**src/rtl/button_debouncer.sv**
```systemverilog
// ---------------------------------------------------------------------------
// button_debouncer
//   Multi-channel synchronizer + debouncer for raw pushbutton / switch pads.
//   Each channel: optional polarity inversion, SYNC_STAGES-deep synchronizer,
//   and an independent 4-state FSM that accepts a level change only after
//   STABLE_CYCLES consecutive identical synchronized samples.
//
// Ports
//   async_reset    in   1         asynchronous reset, active-low
//   clk            in   1         system clock
//   signal_input   in   CHANNELS  raw pad levels, asynchronous to clk
//   signal_output  out  CHANNELS  debounced level, active-high, registered
//   busy           out  CHANNELS  high while a change is being qualified
// ---------------------------------------------------------------------------
module button_debouncer #(
    parameter int CHANNELS      = 3,
    parameter int SYNC_STAGES   = 2,
    parameter int STABLE_CYCLES = 500000,
    parameter int COUNTER_WIDTH = 20,
    parameter int ACTIVE_LOW    = 1
) (
    input  logic                async_reset,
    input  logic                clk,
    input  logic [CHANNELS-1:0] signal_input,
    output logic [CHANNELS-1:0] signal_output,
    output logic [CHANNELS-1:0] busy
);

    typedef enum logic [1:0] {
        S_LOW  = 2'd0,
        S_RISE = 2'd1,
        S_HIGH = 2'd2,
        S_FALL = 2'd3
    } state_t;

    localparam logic                     LP_INVERT = (ACTIVE_LOW != 0);
    localparam logic [COUNTER_WIDTH-1:0] LP_LAST   = COUNTER_WIDTH'(STABLE_CYCLES - 1);
    localparam logic [COUNTER_WIDTH-1:0] LP_ONE    = COUNTER_WIDTH'(1);

    for (genvar gi = 0; gi < CHANNELS; gi++) begin : g_ch
        logic [SYNC_STAGES-1:0]   r_sync;
        state_t                   r_state;
        state_t                   w_state_nxt;
        logic [COUNTER_WIDTH-1:0] r_cnt;
        logic [COUNTER_WIDTH-1:0] w_cnt_nxt;
        logic                     r_out;
        logic                     r_busy;
        logic                     w_p;
        logic                     w_s;

        // Inversion precedes the first flop so reset (all zeros) is the
        // inactive level regardless of pad polarity.
        assign w_p = signal_input[gi] ^ LP_INVERT;
        assign w_s = r_sync[SYNC_STAGES-1];

        always_ff @(posedge clk or negedge async_reset) begin
            if (!async_reset) begin
                r_sync <= '0;
            end else begin
                r_sync <= {r_sync[SYNC_STAGES-2:0], w_p};
            end
        end

        always_comb begin
            w_state_nxt = r_state;
            w_cnt_nxt   = r_cnt;
            unique case (r_state)
                S_LOW: begin
                    if (w_s) begin
                        w_state_nxt = S_RISE;
                        w_cnt_nxt   = LP_ONE;
                    end else begin
                        w_cnt_nxt   = '0;
                    end
                end
                S_RISE: begin
                    if (!w_s) begin
                        w_state_nxt = S_LOW;
                        w_cnt_nxt   = '0;
                    end else if (r_cnt == LP_LAST) begin
                        w_state_nxt = S_HIGH;
                        w_cnt_nxt   = '0;
                    end else begin
                        w_cnt_nxt   = r_cnt + LP_ONE;
                    end
                end
                S_HIGH: begin
                    if (!w_s) begin
                        w_state_nxt = S_FALL;
                        w_cnt_nxt   = LP_ONE;
                    end
                end
                S_FALL: begin
                    if (w_s) begin
                        w_state_nxt = S_HIGH;
                        w_cnt_nxt   = '0;
                    end else if (r_cnt == LP_LAST) begin
                        w_state_nxt = S_LOW;
                        w_cnt_nxt   = '0;
                    end else begin
                        w_cnt_nxt   = r_cnt + LP_ONE;
                    end
                end
                default: begin
                    w_state_nxt = S_LOW;
                    w_cnt_nxt   = '0;
                end
            endcase
        end

        // Outputs are decoded from the next state so they register on the
        // same edge as the state change, without an extra pipeline stage.
        always_ff @(posedge clk or negedge async_reset) begin
            if (!async_reset) begin
                r_state <= S_LOW;
                r_cnt   <= '0;
                r_out   <= 1'b0;
                r_busy  <= 1'b0;
            end else begin
                r_state <= w_state_nxt;
                r_cnt   <= w_cnt_nxt;
                r_out   <= (w_state_nxt == S_HIGH) || (w_state_nxt == S_FALL);
                r_busy  <= (w_state_nxt == S_RISE) || (w_state_nxt == S_FALL);
            end
        end

        assign signal_output[gi] = r_out;
        assign busy[gi]          = r_busy;
    end

endmodule

```
**config.mk**
```make
export PLATFORM = sky130hd
export DESIGN_NAME = button_debouncer
export DESIGN_NICKNAME = d
export VERILOG_FILES = /design/src/rtl/button_debouncer.sv
export SDC_FILE = /design/constraint.sdc
export NUM_CORES = 1
export LEC_CHECK = 0
export ABC_AREA = 1
export CAP_MARGIN = 10
export CORE_MARGIN = 3
export CORE_UTILIZATION = 32
export DETAILED_ROUTE_END_ITERATION = 7
export PLACE_DENSITY_LB_ADDON = 0.1
export SETUP_SLACK_MARGIN = 0.1
export SKIP_CTS_REPAIR_TIMING = 1
export SKIP_LAST_GASP = 1
export SLEW_MARGIN = 20
export SYNTH_ARGS = -nofsm -noshare
export SYNTH_HDL_FRONTEND = slang
export SYNTH_SLANG_ARGS = --single-unit
```
**constraint.sdc**
```tcl
create_clock -name clk -period 2.07 [get_ports clk]
set_input_delay 0.621 -clock clk [delete_from_list [all_inputs] [get_ports clk]]
set_output_delay 0.621 -clock clk [all_outputs]
set_load 0.02 [all_outputs]
```
==> results of run 1 <==
## worst register-to-register path, delay by kind of cell (launching register included)
family                   cells  cell delay, ps
AND/OR/NAND/NOR              5             660
AO/OA/AOI/OAI                1              80
flip-flops                   1             400
buffers and inverters        1             220
adder cells (fa/ha/maj)      1             230
## area by class of cell
class | count | area, um2
tap | 172 | 215.2
inverter | 63 | 236.5
clock buffer | 12 | 256.5
timing repair buffer | 15 | 155.1
multi-input combinational | 423 | 2121
clock inverter | 4 | 72.57
sequential | 75 | 1877
fill | 1324 | 7943
## state kept, by name, indices dropped and copies added (netlist names)
name / cells
g_ch.r_out: 3
g_ch.r_cnt: 60
g_ch.r_state: 3
g_ch.r_busy: 3
g_ch.r_sync: 6
## report_power, final
group / total, mW / switching, mW / internal [mW]
Combinational: 0.108 / 0.0708 / 0.0372
Sequential: 1.50 / 0.0164 / 1.48
Clock: 1.74 / 0.616 / 1.12
Total: 3.34 / 0.703 / 2.64
## layout by cell type (no fill, tap or decap), types with 4 or more instances in the layout
cell type / count
nand4_1: 7
nor2_2: 7
nand2_1: 191
o21ai_1: 8
clkdlybuf4s50_1: 6
o21ai_0: 19
nand3_2: 5
inv_1: 60
o21bai_1: 9
dfrtp_1: 75
o22ai_1: 15
nor3_1: 4
xnor2_1: 4
clkbuf_16: 9
xor2_1: 22
nor2_1: 58
buf_4: 5
nand3_1: 54
## through the flow
step / hold slack [ps] / power (mW) / util (%) / setup WS [ps]
after floorplan: 325.4 / 1.578 / - / 598.7
after global placement: 333.3 / 1.639 / 35.70 / 405.7
after detailed placement: 334.7 / 1.641 / 35.70 / 356.2
after CTS: 318.1 / 3.415 / 38.26 / 21.90
after global routing: 330.8 / 3.496 / 38.32 / 127.4
final: 284.1 / 3.344 / 38.32 / 200.5
## layer usage
| metal | GRT usage, % | part of all wire [%] | vias up |
|---|---|---|---|
| li1 | - | - | 1861 |
| met1 | 18.36 | 50 | 1647 |
| met2 | 21.93 | 46 | 28 |
| met3 | 3.110 | 2.4 | 12 |
| met4 | 5.528 | 1.7 | 0 |
| met5 | 0 | 0 | - |
## cells by family (layout without fill, tap and decap cells)
kind of cell    count (synthesis)  after routing  share of synthesized area (%)
simple gates                  338            338                          35.06
fa+ha+maj                       3              3                         0.8702
compound gates                 56             56                          7.946
flops                          75             75                          43.50
xor+xnor                       26             26                          5.278
buf+inv                        75             94                          7.338
## how the worst max path moves through the flow
stage	to	cells after the start	slack [ps]
finish	busy[0]	1	200
global route	signal_output[2]	1	130
CTS	busy[2]	1	20
detailed placement	g_ch[0].r_cnt[1]	8	360
global placement	busy[2]	1	410
floorplan	g_ch[1].r_cnt[12]	8	600
==> flow_summary.html, run 1 <==
<table>
<tr><th>Metric</th><th>Value</th></tr>
<tr><th colspan="2">Outcome</th></tr>
<tr><td>Status</td><td>finished clean</td></tr>
<tr><th colspan="2">Global routing</th></tr>
<tr><td>First-pass GRT wire length</td><td>between 15 and 20 mm</td></tr>
<tr><td>Vias in the first global route</td><td>about 3500</td></tr>
<tr><td>Global routing usage summed across all routing layers</td><td>13.84%</td></tr>
<tr><td>Number of antenna violations at the first check in global routing</td><td>0</td></tr>
<tr><td>Maximum number of pins on one net before global-route repair</td><td>76</td></tr>
<tr><td>GRT overflow</td><td>0</td></tr>
<tr><th colspan="2">Synthesis</th></tr>
<tr><td>Avg Synthesized Cell Area</td><td>7.529 um2</td></tr>
<tr><td>Cell taking the most area after synthesis</td><td>dfrtp_1</td></tr>
<tr><td>Dominant register cell in the synthesized netlist</td><td>dfrtp_1</td></tr>
<tr><td>Number of warnings reported in the yosys synthesis log</td><td>0</td></tr>
<tr><td>Sequential-to-total area share from yosys stat</td><td>43.50%</td></tr>
<tr><td>Top cells by instance count after synthesis</td><td>191 x nand2_1, 75 x dfrtp_1, 60 x inv_1, 58 x nor2_1, 54 x nand3_1</td></tr>
<tr><td>Flip-flop and latch count after synthesis</td><td>75</td></tr>
<tr><td>Count of mapped cells out of synthesis</td><td>between 500 and 600</td></tr>
<tr><td>Number of enable-type register cells in the synthesized netlist</td><td>0</td></tr>
<tr><td>Net count after synthesis</td><td>581</td></tr>
<tr><td>Top area cells in the synthesized netlist</td><td>dfrtp_1 44%, nand2_1 17%, nand3_1 6.3%</td></tr>
<tr><td>Asr flop ratio synth</td><td>between 90% and 100%</td></tr>
<tr><td>Cell area after synthesis</td><td>0.004314 mm2</td></tr>
<tr><td>Most instantiated library cell after synthesis</td><td>nand2_1</td></tr>
<tr><td>Portion of synthesized cell area occupied by the leading cell type</td><td>43.50%</td></tr>
<tr><td>Number of unique standard cell types used by synthesis</td><td>34</td></tr>
<tr><th colspan="2">STA</th></tr>
<tr><td>Post-route clock skew</td><td>roughly 7.5 ps</td></tr>
<tr><td>Final Cycle Share</td><td>90.32%</td></tr>
<tr><td>Slew @ Worst Pin</td><td>544.9 ps</td></tr>
<tr><td>Setup violators final</td><td>0</td></tr>
<tr><td>Setup repair after global routing missed its margin</td><td>false</td></tr>
<tr><td>Minimum clock period</td><td>1870 ps</td></tr>
<tr><td>Total Neg Setup Slack</td><td>0 ps</td></tr>
<tr><td>Max Clock Freq</td><td>approximately 530 MHz</td></tr>
<tr><td>Final Hold Fails</td><td>0</td></tr>
<tr><td>Rel. slew slack</td><td>approximately 64%</td></tr>
<tr><td>Pins Over Slew Limit</td><td>0</td></tr>
<tr><th colspan="2">Route</th></tr>
<tr><td>Count of unresolved DRC violations after routing</td><td>0</td></tr>
<tr><td>First DRT Iteration DRCs</td><td>184</td></tr>
<tr><td>Post-route ant nets</td><td>0</td></tr>
<tr><td>Average wire length per cell after detail routing</td><td>11.94 um</td></tr>
<tr><td>Number of iterations in the first detailed-routing pass</td><td>4</td></tr>
<tr><td>Detailed-route wire length</td><td>9.119 mm</td></tr>
<tr><td>Overall via count from detail_route</td><td>3548</td></tr>
<tr><td>Via/cell ratio</td><td>4.644</td></tr>
<tr><th colspan="2">Worst setup path</th></tr>
<tr><td>Path type of the worst setup path</td><td>flop to primary output</td></tr>
<tr><td>Maximum single-stage delay on the critical path</td><td>600 ps</td></tr>
<tr><td>Critical path capture point type</td><td>primary output</td></tr>
<tr><td>Largest fanout on the critical path</td><td>1</td></tr>
<tr><td>Slowest cell on the critical path</td><td>clkdlybuf4s50_1</td></tr>
<tr><td>Start point of the critical path</td><td>g_ch[0].r_busy</td></tr>
<tr><td>Worst path buffer plus inverter count</td><td>1</td></tr>
<tr><td>Critical path required time</td><td>1450 ps</td></tr>
<tr><td>Endpoint of the worst-slack reg-to-reg timing path</td><td>g_ch[0].r_cnt[1]</td></tr>
<tr><td>Setup crit start kind</td><td>flop</td></tr>
<tr><td>Setup slack, reg-to-reg</td><td>~350 ps</td></tr>
<tr><td>Register-to-Register Path Depth</td><td>8</td></tr>
<tr><td>WP data arrival</td><td>about 1300 ps</td></tr>
<tr><td>FF-to-FF Start</td><td>g_ch[0].r_cnt[0]</td></tr>
<tr><td>Top cell family by delay on the critical path</td><td>buffers and inverters</td></tr>
<tr><td>Sequence of cells on the critical path</td><td>clkdlybuf4s50_1</td></tr>
<tr><th colspan="2">Clock tree</th></tr>
<tr><td>Number of buffers created by CTS</td><td>9</td></tr>
<tr><td>Number of H-tree levels</td><td>3</td></tr>
<tr><td>Number of clock sinks</td><td>75</td></tr>
<tr><td>Clock Root Buffer</td><td>clkbuf_16</td></tr>
<tr><td>Skew-Pair Late Insertion Delay</td><td>about 330 ps</td></tr>
<tr><td>Maximum clock insertion buffer count</td><td>2</td></tr>
<tr><td>TritonCTS clock tree</td><td>built</td></tr>
<tr><td>Clock transition at the register clock pins on the worst setup and hold paths after CTS</td><td>60 ps</td></tr>
<tr><th colspan="2">Placed design</th></tr>
<tr><td>Cell Area, Placed</td><td>0.004597 mm2</td></tr>
<tr><td>Number of placed instances, taps included</td><td>748</td></tr>
<tr><td>Final RePlAce weighted congestion</td><td>a little over 0.8</td></tr>
<tr><td>DP HPWL</td><td>approximately 6.4 mm</td></tr>
<tr><td>Number of port buffers</td><td>10</td></tr>
<tr><th colspan="2">Floorplanning</th></tr>
<tr><td>Height of the chip</td><td>122.1 um</td></tr>
<tr><td>Number of top-level design ports</td><td>11</td></tr>
<tr><td>Core area</td><td>about 0.013 mm2</td></tr>
<tr><td>Die Wd</td><td>around 120 um</td></tr>
<tr><td>Row count</td><td>41</td></tr>
<tr><td>Starting utilization of the core area</td><td>33.51%</td></tr>
<tr><td>Die area</td><td>roughly 0.015 mm2</td></tr>
<tr><th colspan="2">Layout</th></tr>
<tr><td>Growth of design area from synthesis to finish</td><td>14.36%</td></tr>
<tr><td>Count of placed standard cells in the final layout, fillers left out</td><td>764</td></tr>
<tr><td>Fraction of layout instances using a drive strength above 1</td><td>7.939%</td></tr>
<tr><td>Ant. Diodes</td><td>0</td></tr>
<tr><td>Area of all placed cells without fillers</td><td>just under 0.005 mm2</td></tr>
<tr><td>Number of nets in the layout</td><td>595</td></tr>
<tr><th colspan="2">Run</th></tr>
<tr><td>Max Cap Violations</td><td>0</td></tr>
<tr><th colspan="2">Power</th></tr>
<tr><td>Leakage component of the power</td><td>approximately 2.2 nW</td></tr>
<tr><td>Worst VDD drop</td><td>0.3930 mV</td></tr>
<tr><td>Power density normalized to cell area</td><td>677.9 mW/mm2</td></tr>
<tr><th colspan="2">Min path</th></tr>
<tr><td>Worst min-delay path category</td><td>input port to async pin</td></tr>
</table>
Power figures use the tool's default switching activity.
==> inputs of run 2 (changes only) <==
--- a/config.mk
+++ b/config.mk
@@ -11,7 +11,7 @@
 export CORE_UTILIZATION = 32
 export DETAILED_ROUTE_END_ITERATION = 7
 export PLACE_DENSITY_LB_ADDON = 0.1
-export SETUP_SLACK_MARGIN = 0.1
+export SETUP_SLACK_MARGIN = 0.02
 export SKIP_CTS_REPAIR_TIMING = 1
 export SKIP_LAST_GASP = 1
 export SLEW_MARGIN = 20
==> results of run 2 <==
The final DEF is identical to that of run 1; final timing and power are the same.
==> inputs of run 3 (changes only) <==
--- a/config.mk
+++ b/config.mk
@@ -6,7 +6,6 @@
 export NUM_CORES = 1
 export LEC_CHECK = 0
 export ABC_AREA = 1
-export CAP_MARGIN = 10
 export CORE_MARGIN = 3
 export CORE_UTILIZATION = 32
 export DETAILED_ROUTE_END_ITERATION = 7
==> results of run 3 <==
The final DEF is identical to that of run 1; final timing and power are the same.
